===== config.mk =====
export PLATFORM = sky130hd
export DESIGN_NAME = vga_pix_timing_flat
export DESIGN_NICKNAME = d
export VERILOG_FILES = /design/src/rtl/tetris_vga_pkg.sv /design/src/rtl/vga_pix_timing_if.sv /design/src/rtl/vga_sync_delay.sv /design/src/rtl/vga_pix_timing.sv /design/src/flat_wrapper.sv
export SDC_FILE = /design/constraint.sdc
export NUM_CORES = 1
export LEC_CHECK = 0
export ABC_AREA = 1
export BUFFER_PORTS_ARGS = -buffer_cell sky130_fd_sc_hd__buf_2
export CAP_MARGIN = 20
export CORE_MARGIN = 1
export CORE_UTILIZATION = 48
export DETAILED_ROUTE_END_ITERATION = 16
export PLACE_DENSITY = 0.73
export SETUP_SLACK_MARGIN = 0.05
export SYNTH_ARGS = -nofsm -noshare
export SYNTH_HDL_FRONTEND = slang
export SYNTH_HIERARCHICAL = 1
export SYNTH_SLANG_ARGS = --single-unit

===== constraint.sdc =====
create_clock -name clk_i -period 1.6 [get_ports clk_i]
set_input_delay 0.32 -clock clk_i [delete_from_list [all_inputs] [get_ports clk_i]]
set_output_delay 0.32 -clock clk_i [all_outputs]
set_load 0.005 [all_outputs]

===== src/rtl/tetris_vga_pkg.sv =====
// Shared VGA timing types and the 1024x768@60 constant set used by the raster
// timing generator and the field renderer's placement constants.
package tetris_vga_pkg;

    typedef struct packed {
        int h_active;
        int h_fp;
        int h_sync;
        int h_bp;
        int v_active;
        int v_fp;
        int v_sync;
        int v_bp;
    } vga_timing_t;

    localparam vga_timing_t VGA_1024X768 = '{
        h_active: 1024, h_fp: 24, h_sync: 136, h_bp: 160,
        v_active: 768,  v_fp: 3,  v_sync: 6,   v_bp: 29
    };

endpackage


===== src/rtl/vga_pix_timing_if.sv =====
// Raster timing bundle: pixel strobe in, coordinates and delayed syncs out.
interface vga_pix_timing_if #(
    parameter int PIX_WIDTH = 12
);
    logic                 pix_en_i;
    logic [PIX_WIDTH-1:0] pix_x_o;
    logic [PIX_WIDTH-1:0] pix_y_o;
    logic                 pix_active_o;
    logic                 frame_start_o;
    logic                 hsync_o;
    logic                 vsync_o;
    logic                 de_o;
    logic [15:0]          frame_cnt_o;

    modport master (
        input  pix_en_i,
        output pix_x_o, pix_y_o, pix_active_o, frame_start_o,
               hsync_o, vsync_o, de_o, frame_cnt_o
    );

    modport slave (
        output pix_en_i,
        input  pix_x_o, pix_y_o, pix_active_o, frame_start_o,
               hsync_o, vsync_o, de_o, frame_cnt_o
    );
endinterface


===== src/rtl/vga_sync_delay.sv =====
// Generic WIDTH x DEPTH shift register with enable and async reset to INIT.
module vga_sync_delay #(
    parameter int               WIDTH = 3,
    parameter int               DEPTH = 1,
    parameter logic [WIDTH-1:0] INIT  = '0
) (
    input  logic             clk_i,
    input  logic             rst_n_i,
    input  logic             en_i,
    input  logic [WIDTH-1:0] din_i,
    output logic [WIDTH-1:0] dout_o
);
    logic [DEPTH-1:0][WIDTH-1:0] pipe;

    always_ff @(posedge clk_i or negedge rst_n_i) begin
        if (!rst_n_i) begin
            pipe <= {DEPTH{INIT}};
        end else if (en_i) begin
            for (int i = DEPTH - 1; i > 0; i--) pipe[i] <= pipe[i-1];
            pipe[0] <= din_i;
        end
    end

    assign dout_o = pipe[DEPTH-1];
endmodule


===== src/rtl/vga_pix_timing.sv =====
// Raster timing generator: pixel/line counters, sync decode, SYNC_DELAY-aligned
// hsync/vsync/de. Optional frame counter under `VGA_TIMING_FRAME_CNT_EN.
module vga_pix_timing
    import tetris_vga_pkg::*;
#(
    parameter int PIX_WIDTH  = 12,
    parameter int H_ACTIVE   = VGA_1024X768.h_active,
    parameter int H_FP       = VGA_1024X768.h_fp,
    parameter int H_SYNC     = VGA_1024X768.h_sync,
    parameter int H_BP       = VGA_1024X768.h_bp,
    parameter int V_ACTIVE   = VGA_1024X768.v_active,
    parameter int V_FP       = VGA_1024X768.v_fp,
    parameter int V_SYNC     = VGA_1024X768.v_sync,
    parameter int V_BP       = VGA_1024X768.v_bp,
    parameter bit HSYNC_POL  = 1'b0,
    parameter bit VSYNC_POL  = 1'b0,
    parameter int SYNC_DELAY = 1
) (
    input logic               clk_i,
    input logic               rst_n_i,
    vga_pix_timing_if.master  vif
);
    localparam int H_TOTAL = H_ACTIVE + H_FP + H_SYNC + H_BP;
    localparam int V_TOTAL = V_ACTIVE + V_FP + V_SYNC + V_BP;

    generate
        if (H_TOTAL > 2**PIX_WIDTH || V_TOTAL > 2**PIX_WIDTH) begin : g_bad_total
            $error("vga_pix_timing: H_TOTAL/V_TOTAL exceed 2**PIX_WIDTH");
        end
        if (SYNC_DELAY < 1 || SYNC_DELAY > 8) begin : g_bad_delay
            $error("vga_pix_timing: SYNC_DELAY must be 1..8");
        end
    endgenerate

    // One extra bit so a decode boundary equal to 2**PIX_WIDTH stays representable
    localparam logic [PIX_WIDTH:0] H_ACT  = (PIX_WIDTH+1)'(H_ACTIVE);
    localparam logic [PIX_WIDTH:0] HS_BEG = (PIX_WIDTH+1)'(H_ACTIVE + H_FP);
    localparam logic [PIX_WIDTH:0] HS_END = (PIX_WIDTH+1)'(H_ACTIVE + H_FP + H_SYNC);
    localparam logic [PIX_WIDTH:0] V_ACT  = (PIX_WIDTH+1)'(V_ACTIVE);
    localparam logic [PIX_WIDTH:0] VS_BEG = (PIX_WIDTH+1)'(V_ACTIVE + V_FP);
    localparam logic [PIX_WIDTH:0] VS_END = (PIX_WIDTH+1)'(V_ACTIVE + V_FP + V_SYNC);
    localparam logic [PIX_WIDTH-1:0] X_LAST = PIX_WIDTH'(H_TOTAL - 1);
    localparam logic [PIX_WIDTH-1:0] Y_LAST = PIX_WIDTH'(V_TOTAL - 1);

    logic [PIX_WIDTH-1:0] pix_x, pix_y;
    logic [PIX_WIDTH:0]   x_ext, y_ext;
    logic                 pix_en;
    logic                 hs_raw, vs_raw, act_raw;
    logic [2:0]           sync_dly;

    assign pix_en = vif.pix_en_i;

    always_ff @(posedge clk_i or negedge rst_n_i) begin
        if (!rst_n_i) begin
            pix_x <= '0;
            pix_y <= '0;
        end else if (pix_en) begin
            if (pix_x == X_LAST) begin
                pix_x <= '0;
                pix_y <= (pix_y == Y_LAST) ? '0 : pix_y + 1'b1;
            end else begin
                pix_x <= pix_x + 1'b1;
            end
        end
    end

    assign x_ext   = {1'b0, pix_x};
    assign y_ext   = {1'b0, pix_y};
    assign hs_raw  = (x_ext >= HS_BEG) && (x_ext < HS_END);
    assign vs_raw  = (y_ext >= VS_BEG) && (y_ext < VS_END);
    assign act_raw = (x_ext < H_ACT) && (y_ext < V_ACT);

    // Raw (unpolarised) flags travel down the line; zero means inactive.
    vga_sync_delay #(
        .WIDTH (3),
        .DEPTH (SYNC_DELAY),
        .INIT  (3'b000)
    ) u_sync_delay (
        .clk_i   (clk_i),
        .rst_n_i (rst_n_i),
        .en_i    (pix_en),
        .din_i   ({hs_raw, vs_raw, act_raw}),
        .dout_o  (sync_dly)
    );

    assign vif.pix_x_o       = pix_x;
    assign vif.pix_y_o       = pix_y;
    assign vif.pix_active_o  = act_raw;
    assign vif.frame_start_o = (pix_x == '0) && (pix_y == '0) && pix_en;
    assign vif.hsync_o       = sync_dly[2] ? HSYNC_POL : ~HSYNC_POL;
    assign vif.vsync_o       = sync_dly[1] ? VSYNC_POL : ~VSYNC_POL;
    assign vif.de_o          = sync_dly[0];

`ifdef VGA_TIMING_FRAME_CNT_EN
    logic [15:0] frame_cnt;
    logic        frame_wrap;

    assign frame_wrap = pix_en && (pix_x == X_LAST) && (pix_y == Y_LAST);

    always_ff @(posedge clk_i or negedge rst_n_i) begin
        if (!rst_n_i)        frame_cnt <= '0;
        else if (frame_wrap) frame_cnt <= frame_cnt + 16'd1;
    end

    assign vif.frame_cnt_o = frame_cnt;
`else
    assign vif.frame_cnt_o = 16'd0;
`endif
endmodule


===== src/flat_wrapper.sv =====
// flat-port wrapper written by rule: the top's interface ports become plain ports
module vga_pix_timing_flat import tetris_vga_pkg::*;
#(
    parameter int PIX_WIDTH  = 12,
    parameter int H_ACTIVE   = VGA_1024X768.h_active,
    parameter int H_FP       = VGA_1024X768.h_fp,
    parameter int H_SYNC     = VGA_1024X768.h_sync,
    parameter int H_BP       = VGA_1024X768.h_bp,
    parameter int V_ACTIVE   = VGA_1024X768.v_active,
    parameter int V_FP       = VGA_1024X768.v_fp,
    parameter int V_SYNC     = VGA_1024X768.v_sync,
    parameter int V_BP       = VGA_1024X768.v_bp,
    parameter bit HSYNC_POL  = 1'b0,
    parameter bit VSYNC_POL  = 1'b0,
    parameter int SYNC_DELAY = 1
)
  (clk_i, rst_n_i, vif_pix_en_i, vif_pix_x_o, vif_pix_y_o, vif_pix_active_o, vif_frame_start_o, vif_hsync_o, vif_vsync_o, vif_de_o, vif_frame_cnt_o);
  vga_pix_timing_if #(.PIX_WIDTH(PIX_WIDTH)) vif_i ();
  input logic clk_i;
  input logic rst_n_i;
  input wire logic [$bits(vif_i.pix_en_i)-1:0] vif_pix_en_i;
  output wire logic [$bits(vif_i.pix_x_o)-1:0] vif_pix_x_o;
  output wire logic [$bits(vif_i.pix_y_o)-1:0] vif_pix_y_o;
  output wire logic [$bits(vif_i.pix_active_o)-1:0] vif_pix_active_o;
  output wire logic [$bits(vif_i.frame_start_o)-1:0] vif_frame_start_o;
  output wire logic [$bits(vif_i.hsync_o)-1:0] vif_hsync_o;
  output wire logic [$bits(vif_i.vsync_o)-1:0] vif_vsync_o;
  output wire logic [$bits(vif_i.de_o)-1:0] vif_de_o;
  output wire logic [$bits(vif_i.frame_cnt_o)-1:0] vif_frame_cnt_o;
  assign vif_i.pix_en_i = vif_pix_en_i;
  assign vif_pix_x_o = vif_i.pix_x_o;
  assign vif_pix_y_o = vif_i.pix_y_o;
  assign vif_pix_active_o = vif_i.pix_active_o;
  assign vif_frame_start_o = vif_i.frame_start_o;
  assign vif_hsync_o = vif_i.hsync_o;
  assign vif_vsync_o = vif_i.vsync_o;
  assign vif_de_o = vif_i.de_o;
  assign vif_frame_cnt_o = vif_i.frame_cnt_o;
  vga_pix_timing #(.PIX_WIDTH(PIX_WIDTH), .H_ACTIVE(H_ACTIVE), .H_FP(H_FP), .H_SYNC(H_SYNC), .H_BP(H_BP), .V_ACTIVE(V_ACTIVE), .V_FP(V_FP), .V_SYNC(V_SYNC), .V_BP(V_BP), .HSYNC_POL(HSYNC_POL), .VSYNC_POL(VSYNC_POL), .SYNC_DELAY(SYNC_DELAY)) u_core (.clk_i(clk_i), .rst_n_i(rst_n_i), .vif(vif_i));
endmodule

# Word level (Yosys, flattened, before mapping)
# Cells that the tools add are included.
# word_totals
elab_cells,25
ff_bits,27
# op_classes
eq_ne,2
add_sub_neg,2
n_lt_le_gt_ge,6
mux,4
reduce_logical,8
# op_table
cell,n
$add A12 B1 Y12 const B,2
$logic_not A12 Y1,2
$lt A12 B10 Y1 const B,2
$lt A12 B11 Y1 const B,2
$mux W12,2
$eq A12 B10 Y1 const B,1
$eq A12 B11 Y1 const B,1
$ge A12 B10 Y1 const B,1
$ge A12 B11 Y1 const B,1
$logic_and A1 B1 Y1,5
$mux W1,2
$reduce_and A2 Y1,1

# Longest topological paths before layout
# Gate-level depths: netlist (run 1).
# depth
ltp_word,3
mapped_depth,9

# By module
# Netlist (run 1), hierarchy kept.
# by_module_without_submodules
module,cells_per_inst,area_each_um2,n_inst
vga_pix_timing,269,1813.0,1
vga_sync_delay,13,112.6,1

# Worst setup path after synthesis (run 1)
# OpenSTA, ideal clock, no wires.
# synth_timing
kind,reg2out
from,register u_core.pix_y[0] (netlist: u_core/vif.pix_y_o[0])
to,output vif_frame_start_o
stages_incl_launch_ff,7
t_arrival_ns,1.056
slack_ns,0.224
n_path_buf,0
required_ns,1.280
path_cell_list,dfrtp_1 inv_1 ha_1 nand2_1 nor3_1 nand3_1 nor2_1
# synth_via
elab_chain_cells,3
# synth_rtl
element,line,text
from (decl),vga_pix_timing.sv:45,"logic [PIX_WIDTH-1:0] pix_x, pix_y;"
from (signal assigned),vga_pix_timing.sv:60,pix_y <= (pix_y == Y_LAST) ? '0 : pix_y + 1'b1;
$logic_not A12 Y1,vga_pix_timing.sv:89,assign vif.frame_start_o = (pix_x == '0) && (pix_y == '0) && pix_en;
$logic_and A1 B1 Y1 (2 in a row),vga_pix_timing.sv:89,
to (decl),flat_wrapper.sv:25,output wire logic [$bits(vif_i.frame_start_o)-1:0] vif_frame_start_o;
# No other way between the ends.

# Worst setup path after layout (run 1)
# layout_timing
from,register u_core.pix_y[1] (netlist: u_core/vif.pix_y_o[1])
to,output vif_frame_start_o
# The elaborated chain is that of the path after synthesis.

==> results of run 1 <==
[flip-flops by register name, indices dropped and copies added (netlist names)]
name / count
u_core/vif.pix_x_o: 12
u_core/u_sync_delay/dout_o: 3
u_core/vif.pix_y_o: 12
[repair_timing]
item / in CTS / in global routing
gates resized for setup: 13 / 21
pin swaps: 4 / 8
setup buffers: 7 / 3
cloned: 0 / 1
setup endpoints to repair: 3 / 16
[worst paths after layout]
| path | endpoint | startpoint | depth (start not counted) | slack (ns) |
|---|---|---|---|---|
| hold reg to reg | u_core/u_sync_delay/dout_o[2] | u_core/u_sync_delay/dout_o[2] | 2 | 0.49 |
| min in group clk_i | u_core/vif.pix_x_o[2] | vif_pix_en_i | 4 | 0.45 |
| setup / recovery | vif_frame_start_o | u_core/vif.pix_y_o[1] | 7 | -0.11 |
| max in group asynchronous | u_core/vif.pix_y_o[8] | rst_n_i | 1 | 1.12 |
| hold / removal | u_core/vif.pix_x_o[5] | rst_n_i | 1 | 0.03 |
| setup reg to reg | u_core/vif.pix_y_o[9] | u_core/vif.pix_x_o[0] | 10 | 0.03 |
[critical path, stage by stage, from the launching register on]
cell and delay, ns:
dfrtp_1 0.40, inv_2 0.08, ha_1 0.13, nand2_1 0.06, nor3_2 0.11, nand3_1 0.09
nor2_1 0.13, buf_2 0.12
[layer usage]
layer,part of all wire [%],up-vias
met5,0,-
met4,1.5,0
met3,6.1,6
met2,46,69
met1,47,867
li1,-,947
[cell usage in the layout, fill, tap and decap left out, types with 2 or more instances in the layout]
cell type and count:
o21ai_0 4, nand4_1 4, conb_1 16, nor3_2 2, o21ai_1 6, clkbuf_8 3
nand2_4 3, nor2_4 4, inv_1 32, nand2_2 8, nor2_2 9, nand2_1 80
a21oi_1 3, nor2_1 25, buf_4 23, nor3_1 3, ha_1 5, buf_2 31
inv_2 9, dfrtp_1 25, xor2_1 8, dfrtp_2 2, nand3_1 20
[per-stage QoR]
stage | setup WS (ns) | hold WS, ns
after CTS | -0.151 | 0.0550
after global placement | 0.0915 | 0.370
after floorplan | 0.224 | 0.0244
after global routing | -0.230 | 0.0830
after detailed placement | 0.0679 | 0.371
final | -0.111 | 0.0316
[final cells by class]
class,instances,area (um2)
fillers,362,1350
repair buffers,54,328
flip-flops and latches,27,678
well taps,48,60.1
inverters,42,158
clock buffers,3,41.3
clock inverters,1,5.00
multi-input cells,209,1120
[power by group]
part           internal [mW]  switching (mW)
registers              0.756          0.0932
logic                  0.169           0.277
clock network          0.175           0.227
[cell families after synthesis]
logic type,after synthesis,synth area share [%]
flip-flops,27,35.1
adder cells (fa/ha/maj),6,3.90
buffers and inverters,62,15.9
AND/OR/NAND/NOR,162,36.6
other,1,0.195
XOR/XNOR,8,3.64
AO/OA/AOI/OAI,16,4.61
==> run metrics, run 1 <==
status finished with violations; failing checks negative setup slack; H-tree Lvls 1; Die Width 65.3 um; Area Overhead vs Synth 24.1%; worst skew pair latency 0.28 ns; # DRC 0; skew final 0.00689 ns; most common cell in the netlist nand2_1; worst-margin pin slew 0.607 ns; dpl hpwl 3240 um; Rel. slew slack 59.5%; Cell Count, Final, Fillers Out 384; die area 0.00427 mm2; Fmax 585 MHz; Unique masters post-synth 26; cts bufs inserted 3; Synth Register Bits 27; final instance area 0.00239 mm2; power per cell area 710 mW/mm2; LEAKAGE 1.30 nW; Sink Count 27; Vias 1889; min cycle time layout 1.71 ns; critical path arrival 1.39 ns; Setup crit end kind output pin; max-slew violations 0; Die Y 65.3 um; Post-synth top cells nand2_1, inv_1, nor2_1; Final Hold Fails 0; post-synth top area cell dfrtp_1; asr flop ratio synth 100%; most frequently used flop master after synthesis dfrtp_1; GRT Max-Usage Layer met2; YS warnings 6; Critical Path Start Type flop; fin util 63.8%; placer's final routability congestion estimate 0.880; RSZ-0062 raised after global routing yes; mean area per synthesized cell 6.83 um2; total power 1.70 mW; final net count 346; initial antenna violation count 0; M3 GR Usage 2.26%; CTS Buffer Depth 2; final worst slack -0.111 ns; CP required 1.28 ns; final setup fails 1; number of global-route vias before repair 1648; Global Route met1 Usage 31.9%; sequential-to-total area share from yosys stat 35.1%; placed cell count 369; GR Overflow Total 0; grt met2 use 36.6%; Peak VDD IR 642 uV; total track usage 22.8%; row count 22; Antenna Cells 0; first-pass GRT wire length 7420 um; share of cells above drive strength 1 30.1%; cts hold-fix bufs 0; root buf cell clkbuf_8; WS Path Type reg -> out; placed cell area 0.00215 mm2; Starting DRT DRC Count 71; Starting Density 51.4%; fin crit share 107%; largest net degree at the start of global routing 28; Top Ports 48; Syn Inst Count 282; vias per inst 4.92; First-pass DRT Iterations 4; Hold Crit Class in -> async; Max Cap Viol 0; Worst-path clk slew 0.10 ns; core area 0.00374 mm2; Post-synth EDFFs 0; Max FO, Critical Path 3; Netlist Area Pre-Place 0.00193 mm2; top cell type's share of synthesized area 35.1%; number of routed nets with antenna violations 0; IO Port Bufs 31; WL/cell 12.0 um; dominant cells by area after synthesis dfrtp_1, nand2_1, inv_1, buf_4, nand3_1; CTS tree yes; post-route setup TNS -0.111 ns; Post-Route WL 4600 um
No activity file was read; power rests on OpenSTA's default activity.
==> run 2: changes to the inputs <==
Settings changed: ABC_AREA 1 to unset, PLACE_DENSITY 0.73 to 0.74.
==> run metrics, run 2 <==
Die Y 61.9 um; delay-heaviest family, CP simple AND/OR/NAND/NOR gates; root buf cell clkbuf_4; Post-synth top cells dfrtp_1, buf_4, nand3_1; skew final 0.00704 ns; max-slew violations 0; total power 1.65 mW; initial antenna violation count 0; Netlist Area Pre-Place 0.00172 mm2; Antenna Cells 0; Max FO, Critical Path 2; row count 21; failing checks negative setup slack; Pint 1.12 mW; simple-gate area share of the yosys netlist 24.0%; Rel. slew slack 58.9%; CP cell instances nor4_4, nand4_1, nor4_4, buf_2; top cell type's share of synthesized area 39.3%; Fmax 493 MHz; Starting Density 50.8%; CTS tree yes; die area 0.00383 mm2; min cycle time layout 2.03 ns; Top Ports 48; critical path's most frequent cell nor4_4; cts bufs inserted 3; WS Path Type reg -> out; number of routed nets with antenna violations 0; slowest stage delay, CP 0.44 ns; fin crit share 127%; Max Cap Viol 0; XOR/XNOR Fraction of Synth Area 4.07%; Hold Crit Class in -> reg; Post-Route WL 4180 um; largest net degree at the start of global routing 28; final net count 263; Final Hold Fails 0; core area 0.00339 mm2; RSZ-0062 raised after global routing yes; CTS Buffer Depth 2; post-synth top area cell dfrtp_1; dominant cells by area after synthesis dfrtp_1, buf_4, ha_1, nand3_1, o21ai_0; post-synthesis mux area share 4.36%; largest family of logic cells by synthesized area simple AND/OR/NAND/NOR gates; vias per inst 5.29; Syn Inst Count 181; H-tree Lvls 1; critical path arrival 1.71 ns; switching power 526 uW; Clock power frac 18.2%; power per cell area 700 mW/mm2; Synth Register Bits 27; Synth Area in Adders 4.36%; crit path buf inv count 1; commonest non-fill, non-tap cell in the layout buf_4; Area Overhead vs Synth 36.8%; IO Port Bufs 31; worst-margin pin slew 0.617 ns; Sequential Power Share 50.9%; most frequent cells in the layout buf_4, buf_2, dfrtp_1; most common cell in the netlist dfrtp_1; Vias 1582; Starting DRT DRC Count 96; Worst-path clk slew 0.15 ns; mean area per synthesized cell 9.50 um2; Combinational Power Share 30.9%; First-pass DRT Iterations 4; WL/cell 14.0 um; share of cells above drive strength 1 45.8%; Peak VDD IR 473 uV; sequential-to-total area share from yosys stat 39.3%; Post-synth EDFFs 0; YS warnings 6; placer's final routability congestion estimate 0.841; final setup fails 15; asr flop ratio synth 100%; final worst slack -0.430 ns; GR Overflow Total 0; post-synthesis compound-gate area fraction 10.8%; Setup crit end kind output pin; dpl hpwl 2830 um; CP required 1.28 ns; crit path max-delay cell type dfrtp_1; Die Width 61.9 um; Sink Count 27; total track usage 21.8%; pre-CTS setup slack -0.134 ns; number of global-route vias before repair 1357; status finished with violations; # DRC 0; most frequently used flop master after synthesis dfrtp_1; Unique masters post-synth 48; worst skew pair latency 0.33 ns; switching share of power 32.0%; first-pass GRT wire length 6110 um; LEAKAGE 1.17 nW; Critical Path Start Type flop
==> run 2: cell count changes in the layout (fill, tap and decap cells not counted), sizes merged, moves of 4 or more <==
cell / change
buf: +22
mux2: +4
xor2: -5
a21oi: +5
nor2: -28
nand2: -81
and4: +5
xnor2: +5
inv: -32
nand3: -8
==> run 2: repair_timing <==
action,CTS,global route
gates cloned,1,0
buffers inserted,6,2
hold endpoints to repair,21,0
hold buffers,1,0
pin swaps,15,11
gates resized for setup,28,21
setup endpoints to repair,15,21
==> run 2: power groups by stage <==
stage	sequential, mW	clock (mW)	combinational, mW
2_1_floorplan	0.863	0	0.229
3_3_place_gp	0.851	0	0.415
3_5_place_dp	0.851	0	0.416
4_1_cts	0.835	0.315	0.472
5_1_grt	0.848	0.336	0.565
6_report	0.838	0.300	0.508
==> run 2: logic make-up (layout without fill, tap and decap cells) <==
| logic type | Yosys count | in the layout |
|---|---|---|
| mux | 7 | 7 |
| xor+xnor | 8 | 8 |
| other cells | 1 | 16 |
| flops | 27 | 27 |
| buf+inv | 33 | 90 |
| simple gates | 68 | 68 |
| fa+ha+maj | 6 | 6 |
| compound gates | 31 | 31 |
==> run 2: routing by layer <==
metal,global-route usage [%],part of all wire [%],vias to the layer above
met5,0,0,-
met4,5.71,2.0,0
met3,3.93,3.8,12
met2,39.6,52,50
met1,26.6,42,764
li1,-,-,756
==> run 2: worst paths after layout <==
path	slack [ns]	startpoint	endpoint	cells past startpoint
max reg2reg	-0.20	u_core/vif.pix_x_o[6]	u_core/vif.pix_y_o[4]	7
min in group asynchronous	0.51	rst_n_i	u_core/vif.pix_x_o[5]	2
max	-0.43	u_core/vif.pix_y_o[7]	vif_frame_start_o	4
max in group asynchronous	0.66	rst_n_i	u_core/vif.pix_x_o[7]	2
min	0.28	vif_pix_en_i	u_core/vif.pix_x_o[0]	2
min reg2reg	0.52	u_core/u_sync_delay/dout_o[0]	u_core/u_sync_delay/dout_o[0]	1
==> run 2: cell type report <==
cell class              instances  area, um2
fillers                       258       1040
clock buffers                   3       22.5
well taps                      46       57.6
inverters                       9       33.8
multi-input cells             136       1010
flip-flops and latches         27        677
clock inverters                 1       5.00
repair buffers                 77        547
==> run 2: per-stage QoR <==
| step | area [um2] | std cells | TNS [ns] | util [%] | hold WS [ns] |
|---|---|---|---|---|---|
| 2_1_floorplan | 1800 | 196 | -0.00870 | - | 0.0244 |
| 5_1_grt | 2350 | 299 | -3.61 | 69.4 | 0.261 |
| 6_report | 2350 | 299 | -2.33 | 69.4 | 0.282 |
| 3_3_place_gp | 2090 | 286 | -0.106 | 61.8 | 0.362 |
| 4_1_cts | 2280 | 298 | -1.27 | 67.4 | 0.269 |
| 3_5_place_dp | 2090 | 286 | -0.134 | 61.8 | 0.367 |
